$ cat src/rtl/mult_arbiter.sv
// Two-requester round-robin arbiter sharing one combinational 4x4 multiplier.
// Each operation takes three states: IDLE accepts, MUL computes, DONE waits for the owner's ack.

module fxf_mult (
    input  logic [3:0] a,
    input  logic [3:0] b,
    output logic [7:0] p
);

    logic [7:0] acc_s;

    // Shift-and-add over the four partial-product rows
    always_comb begin
        acc_s = 8'd0;
        for (int i = 0; i < 4; i++) begin
            if (b[i]) begin
                acc_s = acc_s + ({4'd0, a} << i);
            end else begin
                acc_s = acc_s;
            end
        end
    end

    assign p = acc_s;

endmodule

module mult_arbiter (
    input  logic       clk,
    input  logic       rst,
    input  logic [1:0] req,
    input  logic [3:0] a0,
    input  logic [3:0] b0,
    input  logic [3:0] a1,
    input  logic [3:0] b1,
    input  logic [1:0] ack,
    output logic [1:0] gnt,
    output logic       busy,
    output logic [1:0] done,
    output logic [7:0] p
);

    localparam logic [1:0] IDLE = 2'd0;
    localparam logic [1:0] MUL  = 2'd1;
    localparam logic [1:0] DONE = 2'd2;

    logic [1:0] state_r;
    logic       owner_r;
    logic       last_r;
    logic [3:0] op_a_r;
    logic [3:0] op_b_r;
    logic [1:0] gnt_r;
    logic [1:0] done_r;
    logic [7:0] p_r;
    logic       win_s;
    logic [7:0] prod_s;

    fxf_mult u_mult (
        .a (op_a_r),
        .b (op_b_r),
        .p (prod_s)
    );

    // Round-robin pick: a lone requester wins, a tie goes to the non-last owner
    always_comb begin
        win_s = 1'b0;
        case (req)
            2'b01:   win_s = 1'b0;
            2'b10:   win_s = 1'b1;
            2'b11:   win_s = ~last_r;
            default: win_s = 1'b0;
        endcase
    end

    // Operation sequencer with result, grant and pointer registers
    always_ff @(posedge clk) begin
        if (rst) begin
            state_r <= IDLE;
            owner_r <= 1'b0;
            last_r  <= 1'b1;
            op_a_r  <= 4'd0;
            op_b_r  <= 4'd0;
            gnt_r   <= 2'b00;
            done_r  <= 2'b00;
            p_r     <= 8'd0;
        end else begin
            case (state_r)
                IDLE: begin
                    if (req != 2'b00) begin
                        owner_r <= win_s;
                        op_a_r  <= win_s ? a1 : a0;
                        op_b_r  <= win_s ? b1 : b0;
                        gnt_r   <= win_s ? 2'b10 : 2'b01;
                        state_r <= MUL;
                    end else begin
                        gnt_r   <= 2'b00;
                    end
                end
                MUL: begin
                    p_r     <= prod_s;
                    done_r  <= owner_r ? 2'b10 : 2'b01;
                    gnt_r   <= 2'b00;
                    state_r <= DONE;
                end
                DONE: begin
                    if (ack[owner_r]) begin
                        done_r  <= 2'b00;
                        last_r  <= owner_r;
                        state_r <= IDLE;
                    end else begin
                        done_r  <= done_r;
                    end
                end
                default: begin
                    gnt_r   <= 2'b00;
                    done_r  <= 2'b00;
                    state_r <= IDLE;
                end
            endcase
        end
    end

    assign gnt  = gnt_r;
    assign done = done_r;
    assign p    = p_r;
    assign busy = (state_r != IDLE);

endmodule

$ cat config.mk
export PLATFORM = sky130hd
export DESIGN_NAME = mult_arbiter
export DESIGN_NICKNAME = d
export VERILOG_FILES = /design/src/rtl/mult_arbiter.sv
export SDC_FILE = /design/constraint.sdc
export NUM_CORES = 1
export LEC_CHECK = 0
export BUFFER_PORTS_ARGS = -buffer_cell sky130_fd_sc_hd__buf_4
export CAP_MARGIN = 10
export CORE_ASPECT_RATIO = 1.5
export CORE_MARGIN = 4
export CORE_UTILIZATION = 40
export CTS_CLUSTER_DIAMETER = 100
export DETAILED_ROUTE_END_ITERATION = 8
export PLACE_DENSITY = 0.66
export SLEW_MARGIN = 5
export SYNTH_ARGS = -nofsm -noshare
export SYNTH_HDL_FRONTEND = slang
export SYNTH_SLANG_ARGS = --single-unit
export TNS_END_PERCENT = 1
$ cat constraint.sdc
create_clock -name clk -period 3.85 [get_ports clk]
set_clock_uncertainty 0.1 [all_clocks]
set_input_delay 0.77 -clock clk [delete_from_list [all_inputs] [get_ports clk]]
set_output_delay 0.77 -clock clk [all_outputs]
set_load 0.1 [all_outputs]
---- Yosys cells after proc, flatten, opt, wreduce, memory -nomap -nowiden ----
Index checks and enable logic that the tools add are counted.
storage, ports and cells
  bits in registers ....................... 24
  latch bits .............................. 0
  input bits .............................. 22
  ROM bits ................................ 0
  memories ................................ 0
  output and inout bits ................... 13
  word-level logic and storage cells ...... 44
  bits in writable memories ............... 0
operators by class
  equal/unequal tests ..................... 6
  shift operators ......................... 0
  reduce and logical (&&, ||, !) cells .... 7
  $mul .................................... 0
  mux-type cells .......................... 17
  add/subtract/negate cells ............... 3
  order comparisons ....................... 1
  div/mod/pow operators ................... 0
  bitwise operators ....................... 2
operators with widths
  cell                  number
  $mux W8               3
  $mux W4               3
  $pmux W2 S3           2
  $mux W2               5
  $add A8 B5 Y8         1
  $add A8 B6 Y8         1
  $add A8 B7 Y8         1
  $reduce_and A2 Y1     4
  $eq A2 B2 Y1 const B  3
  $ne A2 B2 Y1 const B  2
  $pmux W2 S2           1
  $reduce_bool A2 Y1    2
  $eq A2 B1 Y1 const B  1
  $logic_not A2 Y1      1
  $lt A1 B2 Y1 const B  1
  $mux W1               2
  $not A1 Y1            2
  $pmux W1 S2           1

---- Depth between registers and ports, before layout ----
  depth in word-level cells ............... 7
  mapped depth ............................ 19
  mapped depth without buffers ............ 18

---- Hierarchy ----
From an unflattened synthesis, not the netlist that was laid out.
second synthesis, totals
  cell total of the unflattened synthesis .. 191
  area, all modules ....................... 1587.8 µm²
by module, submodules not included
  module        seq. area each (µm²)  cells an instance  area an instance (µm²)  times used
  mult_arbiter  480.5                 122                1024.7                  1
  fxf_mult      0.0                   69                 563.0                   1

---- Worst setup path after synthesis ----
Ideal clock, no wire load.
  path kind ............................... register to register
  start ................................... register op_a_r[1]
  end ..................................... register p_r[6], in the netlist p[6]
  data required time ...................... 3624 ps
  buffers on the path ..................... 0
  library setup time ...................... 126 ps
  clock period less this slack ............ 3683 ps
  data arrival time ....................... 3457 ps
  setup slack ............................. 167 ps
  cell stages (with the launch flop) ...... 19
  cells stage by stage .................... dfxtp_1 > and2_1 > ha_1 > inv_1 > fa_1 > xnor2_1 > and3_1 > nor2_1 > inv_1 > ha_1 > a21o_1 > a21oi_1 > mux2_2 > o21ai_0 > ha_1 > a21oi_1 > nand2_1 > xnor2_1 > a31oi_1
on the way
  longest elaborated chain between the ends .. 7
RTL lines
  what                      line  source
  start: declaration        50    logic [3:0] op_a_r;
  start signal: assignment  91    op_a_r <= win_s ? a1 : a0;
  $mux W4                   16    if (b[i]) begin
  $add A8 B5 Y8             17    acc_s = acc_s + ({4'd0, a} << i);
  $mux W8                   16
  $add A8 B6 Y8             17
  $mux W8                   16
  $add A8 B7 Y8             17
  $mux W8 *                 16
  end signal: assignment    100   p_r <= prod_s;
  end: declaration          54    logic [7:0] p_r;
Mark *: on every way between the ends. The rest lies on a longest branch, timed or not.
A chain may end at the register's enable or synchronous reset.

---- Final worst setup path ----
  start ................................... register op_a_r[1]
  end ..................................... register p_r[5], in the netlist p[5]
Same word-level chain as after synthesis.

==> metrics.yaml <==
synth-edff-count: 0
syn2layout_area_growth_pct: 23.39
route.detailed.drc: 0
max_freq_mhz: 270.6
worstMarginPinSlew_ps: 707.0
cpMostUsedCell: "fa_1"
power.density_nw_per_um2: 413.0
vias_per_cell: 5.425
cts.sinks: 24
finalHoldViolations: 0
antenna_found_initial: 0
cp-end-kind: "register"
seq_area_frac_synth_pct: 30.55
gp_congestion: 0.8197
crit_type: "reg2reg"
placed_cells: 255
layout_commonest_cell: "buf_4"
yosysUniqueCellTypes: 45
n_antenna_cell: 0
hold_ws_ps: 358.6
ctsResizeCount: 0
hold_class: "reg2reg"
drt_iter0_drc: 38
ctsHoldBuffers: 0
core_um2: 3750
syn_inst: 184
cts_root_buf: "clkbuf_8"
design.die.area_um2: 5020
slew_viol_final: 0
period_share_pct: 95.97
seq_area_um2: 480.5
clk_transition_reported_paths_ps: 90
yosys_warnings: 0
synth_area_um2: 1573
wire_per_inst_um: 13.62
fp.dieH_um: 84.80
crit_arrival_ps: 3750
htreeDepth: 1
first_pass_iters: 4
synthFlopType: "dfxtp_1"
n_fill_cell: 366
start_util_pct: 41.94
synthArstFlopShare_pct: 0
multi_input_area_um2: 1008
syn_area_per_cell_um2: 8.548
drt_wl_total_um: 3527
ant_nets: 0
layout_min_cycle_time_ps: 3695
ys_seq_elements: 24
finalPower_uw: 801.5
grt_max_degree: 25
mostFrequentLayoutCells: "buf_4, dfxtp_1, a21oi_1, nor2_1"
max_cap_viol_count: 0
cp_slowest_cell: "fa_1"
grt_usage_pct: 14.79
grt_pass1_wl_um: 5920
outcome: "finished clean"
dr_total_vias: 1405
dpl.hpwl_um: 2647
setup_viol: 0
final_cells: 259
cts_tree: "built"
pin_count: 35
fin_nets: 253
clk_path_buf_depth: 2
die_w_um: 59.20
crit_required_ps: 3910
io_buffers: 34
drive_gt1_share_pct: 25.00
slowest_delay_ps: 510
grt_pass1_vias: 1372
rows: 27
ir_worst_vdd_v: 0.0002696
synth_nets: 220
overflow: 0
clock_latency_ps: 270
critical_path_peak_fanout: 3
cts_setup_buffers: 0
p_leak_nw: 0.8984
maxSlewHeadroom_pct: 52.59
worstPathCellList: "and2_1 > ha_2 > inv_1 > fa_1 > xnor2_1 > a21oi_1 > nor2_4 > fa_1 > nand2_1 > a21boi_0 > ha_1 > fa_1 > xor2_1 > o31ai_1 > a21oi_1"
critPathLaunchType: "register"
numCtsBuffers: 3
## path summary, 6_finish.rpt
check / start / end / slack [ps] / depth (start not counted)
worst max-delay path: op_a_r[1]$_SDFFE_PP0P_ / p[5]$_SDFFE_PP0N_ / 150 / 15
worst min-delay path: p[0]$_SDFFE_PP0N_ / p[0]$_SDFFE_PP0N_ / 360 / 2
worst max register to register: op_a_r[1]$_SDFFE_PP0P_ / p[5]$_SDFFE_PP0N_ / 150 / 15
worst min register to register: p[0]$_SDFFE_PP0N_ / p[0]$_SDFFE_PP0N_ / 360 / 2
## Yosys cell counts, types with 4 or more instances
cell,instances,area [um2]
a211oi_1,10,75.07
a21o_1,4,30.03
a21oi_1,21,105.1
dfxtp_1,24,480.5
ha_1,11,137.6
inv_1,11,41.29
mux2i_1,10,100.1
nand2_1,11,41.29
nand2b_1,6,37.54
nand3_1,4,20.02
nor2_1,19,71.32
o21ai_0,7,35.03
## metal layers
metal / GRT usage (%) / share of wire, % / routed length, um / vias to the layer above
met1: 18.05 / 43 / 1503 / 638
li1: - / - / - / 721
met3: 2.154 / 4.6 / 162 / 6
met5: 0 / 0 / 0 / -
met2: 24.18 / 50 / 1772 / 40
met4: 7.835 / 2.5 / 88 / 0
## metrics by stage
step	utilization [%]	instance area [um2]	setup TNS, ps	worst slack [ps]
after CTS	51.08	1916	0	76.89
final	51.75	1941	0	155.0
after detailed placement	49.18	1844	0	75.71
after global placement	49.18	1844	0	134.4
after floorplan	-	1573	0	167.0
after global routing	51.75	1941	-18.07	-18.07
## report_power, final
group	switching [mW]	internal (mW)	total (mW)
sequential	0.0282	0.272	0.300
combinational	0.178	0.0988	0.276
clock	0.0856	0.139	0.225
total	0.291	0.510	0.802
## critical path: cells and delay by family, from the launching register on
family,cells,cell delay [ps]
AOI/OAI and AO/OA,4,790
xor gates and xnor gates,2,310
adders and majority gates,5,1730
buffers and inverters,1,50
DFF,1,330
and+or+nand+nor,3,280
## layout make-up
type / instances / area share, %
Sequential cell: 24 / 24.76
Tap cell: 43 / 2.772
Clock inverter: 1 / 1.547
Multi-Input combinational cell: 139 / 51.97
Clock buffer: 3 / 2.128
Timing Repair Buffer: 38 / 14.70
Inverter: 11 / 2.128
## registers in the layout, summed over array words and instances, names as in the netlist
signal	cells
last_r	1
p	8
op_b_r	4
done	2
owner_r	1
state_r	2
gnt	2
op_a_r	4
## kinds of logic (layout without fill, tap and decap cells)
logic type	after synthesis	in the layout	share of synthesized area, %
AOI/OAI and AO/OA	57	57	23.55
DFF	24	24	30.55
and+or+nand+nor	53	53	16.95
adders and majority gates	14	14	12.57
buffers and inverters	21	53	6.921
muxes	12	12	7.796
xor gates and xnor gates	3	3	1.671
Note: power is estimated with default switching activity, not from simulation.
